===== src/rtl/clcd_cmd_arbiter.sv =====
// N-channel command arbiter in front of the CLCD signal generator command port.
// Channel 0 has top priority; bursts lock the port; busy handshake is supervised with a timeout.
module clcd_cmd_arbiter #(
  parameter int unsigned N_CH         = 3,
  parameter int unsigned MODE         = 1,
  parameter int unsigned BUSY_TIMEOUT = 1023
) (
  input  logic              clk,
  input  logic              reset_p,
  input  logic [N_CH-1:0]   i_valid,
  input  logic [8*N_CH-1:0] i_data,
  input  logic [N_CH-1:0]   i_RS,
  input  logic [N_CH-1:0]   i_RW,
  input  logic [N_CH-1:0]   i_last,
  output logic [N_CH-1:0]   o_ack,
  output logic [N_CH-1:0]   o_grant,
  output logic              o_valid,
  output logic [7:0]        o_data,
  output logic              o_RS,
  output logic              o_RW,
  input  logic              i_busy,
  output logic              o_timeout
);

  localparam int unsigned IW = (N_CH > 1) ? $clog2(N_CH) : 1;
  localparam int unsigned CW = $clog2(BUSY_TIMEOUT + 1);

  typedef enum logic [1:0] {StIdle, StIssue, StWaitBusy, StWaitDone} state_e;

  state_e          r_state;
  logic [CW-1:0]   r_cnt;
  logic            r_lock_vld;
  logic [IW-1:0]   r_lock_id;
  logic [IW-1:0]   r_ptr;
  logic [N_CH-1:0] r_ack;
  logic [N_CH-1:0] r_grant;
  logic            r_valid;
  logic [7:0]      r_data;
  logic            r_rs;
  logic            r_rw;
  logic            r_timeout;

  logic [N_CH-1:0] w_elig;
  logic            w_found;
  logic [IW-1:0]   w_win;
  logic [7:0]      w_ch_data [N_CH];

  function automatic logic [N_CH-1:0] f_onehot(input logic [IW-1:0] idx);
    f_onehot = {{(N_CH-1){1'b0}}, 1'b1} << idx;
  endfunction

  for (genvar g = 0; g < N_CH; g++) begin : g_ch
    assign w_ch_data[g] = i_data[8*g +: 8];
  end

  always_comb begin
    w_elig  = i_valid;
    w_found = 1'b0;
    w_win   = '0;
    if (r_lock_vld) begin
      w_elig = i_valid & f_onehot(r_lock_id);
    end
    if (MODE == 0) begin
      // Scan downwards so the lowest eligible index is the last one written.
      for (int k = int'(N_CH) - 1; k >= 0; k--) begin
        if ((w_elig & f_onehot(IW'(k))) != '0) begin
          w_found = 1'b1;
          w_win   = IW'(k);
        end
      end
    end else begin
      // Round-robin over 1..N_CH-1 starting after r_ptr; channel 0 overrides below.
      for (int off = int'(N_CH) - 1; off >= 1; off--) begin
        automatic int idx = ((int'(r_ptr) - 1 + off) % (int'(N_CH) - 1)) + 1;
        if ((w_elig & f_onehot(IW'(idx))) != '0) begin
          w_found = 1'b1;
          w_win   = IW'(idx);
        end
      end
      if (w_elig[0]) begin
        w_found = 1'b1;
        w_win   = '0;
      end
    end
  end

  always_ff @(posedge clk or posedge reset_p) begin
    if (reset_p) begin
      r_state    <= StIdle;
      r_cnt      <= '0;
      r_lock_vld <= 1'b0;
      r_lock_id  <= '0;
      r_ptr      <= IW'(N_CH - 1);
      r_ack      <= '0;
      r_grant    <= '0;
      r_valid    <= 1'b0;
      r_data     <= '0;
      r_rs       <= 1'b0;
      r_rw       <= 1'b0;
      r_timeout  <= 1'b0;
    end else begin
      r_ack     <= '0;
      r_valid   <= 1'b0;
      r_timeout <= 1'b0;
      unique case (r_state)
        StIdle: begin
          if (!i_busy && w_found) begin
            r_data     <= w_ch_data[w_win];
            r_rs       <= i_RS[w_win];
            r_rw       <= i_RW[w_win];
            r_ack      <= f_onehot(w_win);
            r_grant    <= f_onehot(w_win);
            r_valid    <= 1'b1;
            r_lock_vld <= !i_last[w_win];
            r_lock_id  <= w_win;
            if (MODE != 0 && w_win != '0) begin
              r_ptr <= w_win;
            end
            r_state <= StIssue;
          end
        end
        StIssue: begin
          r_cnt   <= '0;
          r_state <= StWaitBusy;
        end
        StWaitBusy: begin
          if (i_busy) begin
            r_state <= StWaitDone;
          end else begin
            r_cnt <= r_cnt + 1'b1;
            if (r_cnt == CW'(BUSY_TIMEOUT - 1)) begin
              // Generator never answered: drop the command and free the port.
              r_timeout  <= 1'b1;
              r_lock_vld <= 1'b0;
              r_grant    <= '0;
              r_state    <= StIdle;
            end
          end
        end
        StWaitDone: begin
          if (!i_busy) begin
            r_grant <= r_lock_vld ? f_onehot(r_lock_id) : '0;
            r_state <= StIdle;
          end
        end
      endcase
    end
  end

  assign o_ack     = r_ack;
  assign o_grant   = r_grant;
  assign o_valid   = r_valid;
  assign o_data    = r_data;
  assign o_RS      = r_rs;
  assign o_RW      = r_rw;
  assign o_timeout = r_timeout;

endmodule


===== config.mk =====
export PLATFORM = sky130hd
export DESIGN_NAME = clcd_cmd_arbiter
export DESIGN_NICKNAME = d
export VERILOG_FILES = /design/src/rtl/clcd_cmd_arbiter.sv
export SDC_FILE = /design/constraint.sdc
export NUM_CORES = 1
export LEC_CHECK = 0
export ABC_CLOCK_PERIOD_IN_PS = 2400
export CORE_MARGIN = 2
export CORE_UTILIZATION = 42
export DETAILED_ROUTE_END_ITERATION = 8
export DONT_BUFFER_PORTS = 1
export PLACE_DENSITY = 0.68
export SLEW_MARGIN = 20
export SYNTH_ARGS = -nofsm -noshare
export SYNTH_HDL_FRONTEND = slang
export SYNTH_SLANG_ARGS = --single-unit

===== constraint.sdc =====
create_clock -name clk -period 2.4 [get_ports clk]
set_input_delay 0.36 -clock clk [delete_from_list [all_inputs] [get_ports clk]]
set_output_delay 0.36 -clock clk [all_outputs]
set_load 0.02 [all_outputs]

==> flow_metrics.tcl <==
set metrics [dict create \
    place_congestion 0.8000 \
    critical_path_peak_fanout 9 \
    die_h_um 71.60 \
    grt_first_pass_wirelength_mm 6.465 \
    finClkSkew_ns 0.005241 \
    cts_buffers 5 \
    wl_per_cell_um 16.05 \
    yosysUniqueCellTypes 50 \
    fin_area_um2 2079 \
    tightest_slew_ns 0.4998 \
    num_rows 24 \
    max_freq_mhz 505.1 \
    final-max-slew-violation-count 0 \
    synth.area.top_cells "dfrtp_1 44%, nand2_1 5.3%, ha_1 3.9%, a222oi_1 3.7%, o21ai_0 2.6%" \
    clk_latency_ns 0.28 \
    synth_top_cell_area_share 0.4433 \
    multiInputGateArea_um2 982.2 \
    syn_area_per_cell_um2 9.997 \
    synth-edff-count 0 \
    viasPerCell 5.765 \
    power.density_nw_per_um2 1196 \
    drt_wl_total_mm 3.964 \
    dr.pass1.iters 5 \
    cp-end-kind "flip-flop" \
    grt_max_degree 35 \
    fin_tns_setup_ns 0 \
    min_path_type "input pin to asynchronous set/reset pin" \
    finalCritPeriodShare 0.8249 \
    critical_path_class "flip-flop to flip-flop" \
    seq_area_um2 850.8 \
    synth_top_area_cell "dfrtp_1" \
    critPathLaunchType "flip-flop" \
    yosysWarnings 0 \
    status "finished clean" \
    n_antenna_cell 0 \
    setup_viol 0 \
    vias 1424 \
    initial_core_util 0.4378 \
    arrival_ns 2.19 \
    grt_usage 0.1630 \
    fin_nets 239 \
    synth_seq_cells 34 \
    critPathRequiredTime_ns 2.61 \
    cts_resized 0 \
    final_layout_size_suffix_gt1_frac 0.1436 \
    first_global_vias 1364 \
    clkTransAtPathRegs_ns 0.07 \
    whs_ns 0.05446 \
    cts_setup_buffers 0 \
    cts_hold_buf 0 \
    synthesis.nets 237 \
    io_buffer_count 0 \
    grt_overflow 0 \
    finalHoldViolations 0 \
    n_fill_cell 416 \
    period_minus_slack_ns 1.980 \
    h-tree-depth 2 \
    clockRootBuffer "clkbuf_8" \
    io_pins 57 \
    dieArea_um2 5127 \
    synth_seq_area_share 0.4433 \
    p_leak_nw 0.9455 \
    rsz0062_at_grt "no" \
    drt_iter0_drc 128 \
    synth_area_um2 1919 \
    cts.sinks 34 \
    ys_top_cells_by_count "34 x dfrtp_1, 27 x nand2_1, 13 x nor2_1" \
    async_reset_ff_frac 1.000 \
    slew_headroom 0.6662 \
    syn-instance-count 192 \
    cts.path.max_buffers 2 \
    die_x_um 71.60 \
    cts_tree "built" \
    ys.flop_type "dfrtp_1" \
    antenna_found_initial 0 \
    p_total_mw 2.487 \
    drv.max_cap_violation_count 0 \
    coreArea_um2 4384 \
    ant_nets 0 \
    synth_most_common_cell "dfrtp_1" \
    dpl.hpwl_mm 2.933 \
    syn_to_final_growth_pct 8.344 \
    irDropWorstVdd_v 0.0003234 \
    r2r_cells 6 \
    postPlaceCellArea_um2 1966 \
    fin_util 0.4743 \
    drc 0 \
]
-- cell families (layout without fill, tap and decap cells) --
family / Yosys count / after routing / synth area share
AOI/OAI and AO/OA: 57 / 57 / 0.2223
buffers and inverters: 18 / 21 / 0.04498
adders and majority gates: 6 / 6 / 0.03911
muxes: 5 / 5 / 0.03390
DFF: 34 / 34 / 0.4433
xor gates and xnor gates: 6 / 6 / 0.02738
and+or+nand+nor: 66 / 66 / 0.1891
-- layout by cell type (no fill, tap or decap), types with 6 or more instances in the layout --
master,instances
inv_1,8
ha_1,6
nand2_1,27
o21ai_1,8
a222oi_1,7
dfrtp_1,34
nor2_1,13
o21ai_0,10
-- metrics by stage --
stage	cells	setup WS, ns
after detailed placement	239	0.4319
final	247	0.4202
after global placement	239	0.4826
after floorplan	192	0.6459
after CTS	247	0.4070
after global routing	247	0.2338
-- final timing paths --
kind / from / end / slack, ns
max reg2reg: r_state[0]$_DFFE_PP0P_ / r_cnt[6]$_DFFE_PP0P_ / 0.42
max: r_state[0]$_DFFE_PP0P_ / r_cnt[6]$_DFFE_PP0P_ / 0.42
max in group asynchronous: reset_p / r_lock_id[0]$_DFFE_PP0P_ / 2.04
min: reset_p / o_data[7]$_DFFE_PP0P_ / 0.05
min in group clk: i_data[1] / o_data[1]$_DFFE_PP0P_ / 0.28
min reg2reg: r_ptr[0]$_DFFE_PP0P_ / r_ptr[0]$_DFFE_PP0P_ / 0.52
-- final cells by class --
| type | count | area share |
|---|---|---|
| multi-input cells | 140 | 0.4723 |
| flip-flops and latches | 34 | 0.4091 |
| clock buffers | 5 | 0.03309 |
| well taps | 52 | 0.03129 |
| clock inverters | 3 | 0.02166 |
| repair buffers | 5 | 0.01805 |
| inverters | 8 | 0.01444 |
-- flip-flops by register name (all words and copies together) (netlist names) --
| name | flops |
|---|---|
| r_cnt | 10 |
| o_data | 8 |
| o_ack | 3 |
| o_grant | 3 |
| r_lock_id | 2 |
| r_state | 2 |
| o_RS | 1 |
| o_RW | 1 |
| o_timeout | 1 |
| o_valid | 1 |
| r_lock_vld | 1 |
| r_ptr | 1 |
-- where the power goes --
| part | internal [mW] | switching, mW |
|---|---|---|
| clock | 0.309 | 0.215 |
| combinational | 0.433 | 0.493 |
| sequential | 0.735 | 0.302 |
-- critical path, stage by stage (launching register included) --
cell	delay, ns
dfrtp_1	0.42
inv_1	0.11
ha_1	0.31
nor2b_1	0.30
o2111ai_1	0.26
or3_1	0.36
a21oi_1	0.15
-- per-layer routing --
layer / up-vias / GRT usage / routed length, um / part of all wire
li1: 694 / - / - / -
met3: 5 / 0.04219 / 334 / 0.084
met2: 60 / 0.2665 / 1871 / 0.47
met5: - / 0 / 0 / 0
met4: 0 / 0.05031 / 42 / 0.011
met1: 665 / 0.2126 / 1716 / 0.43
Note: power is estimated with default switching activity, not from simulation.
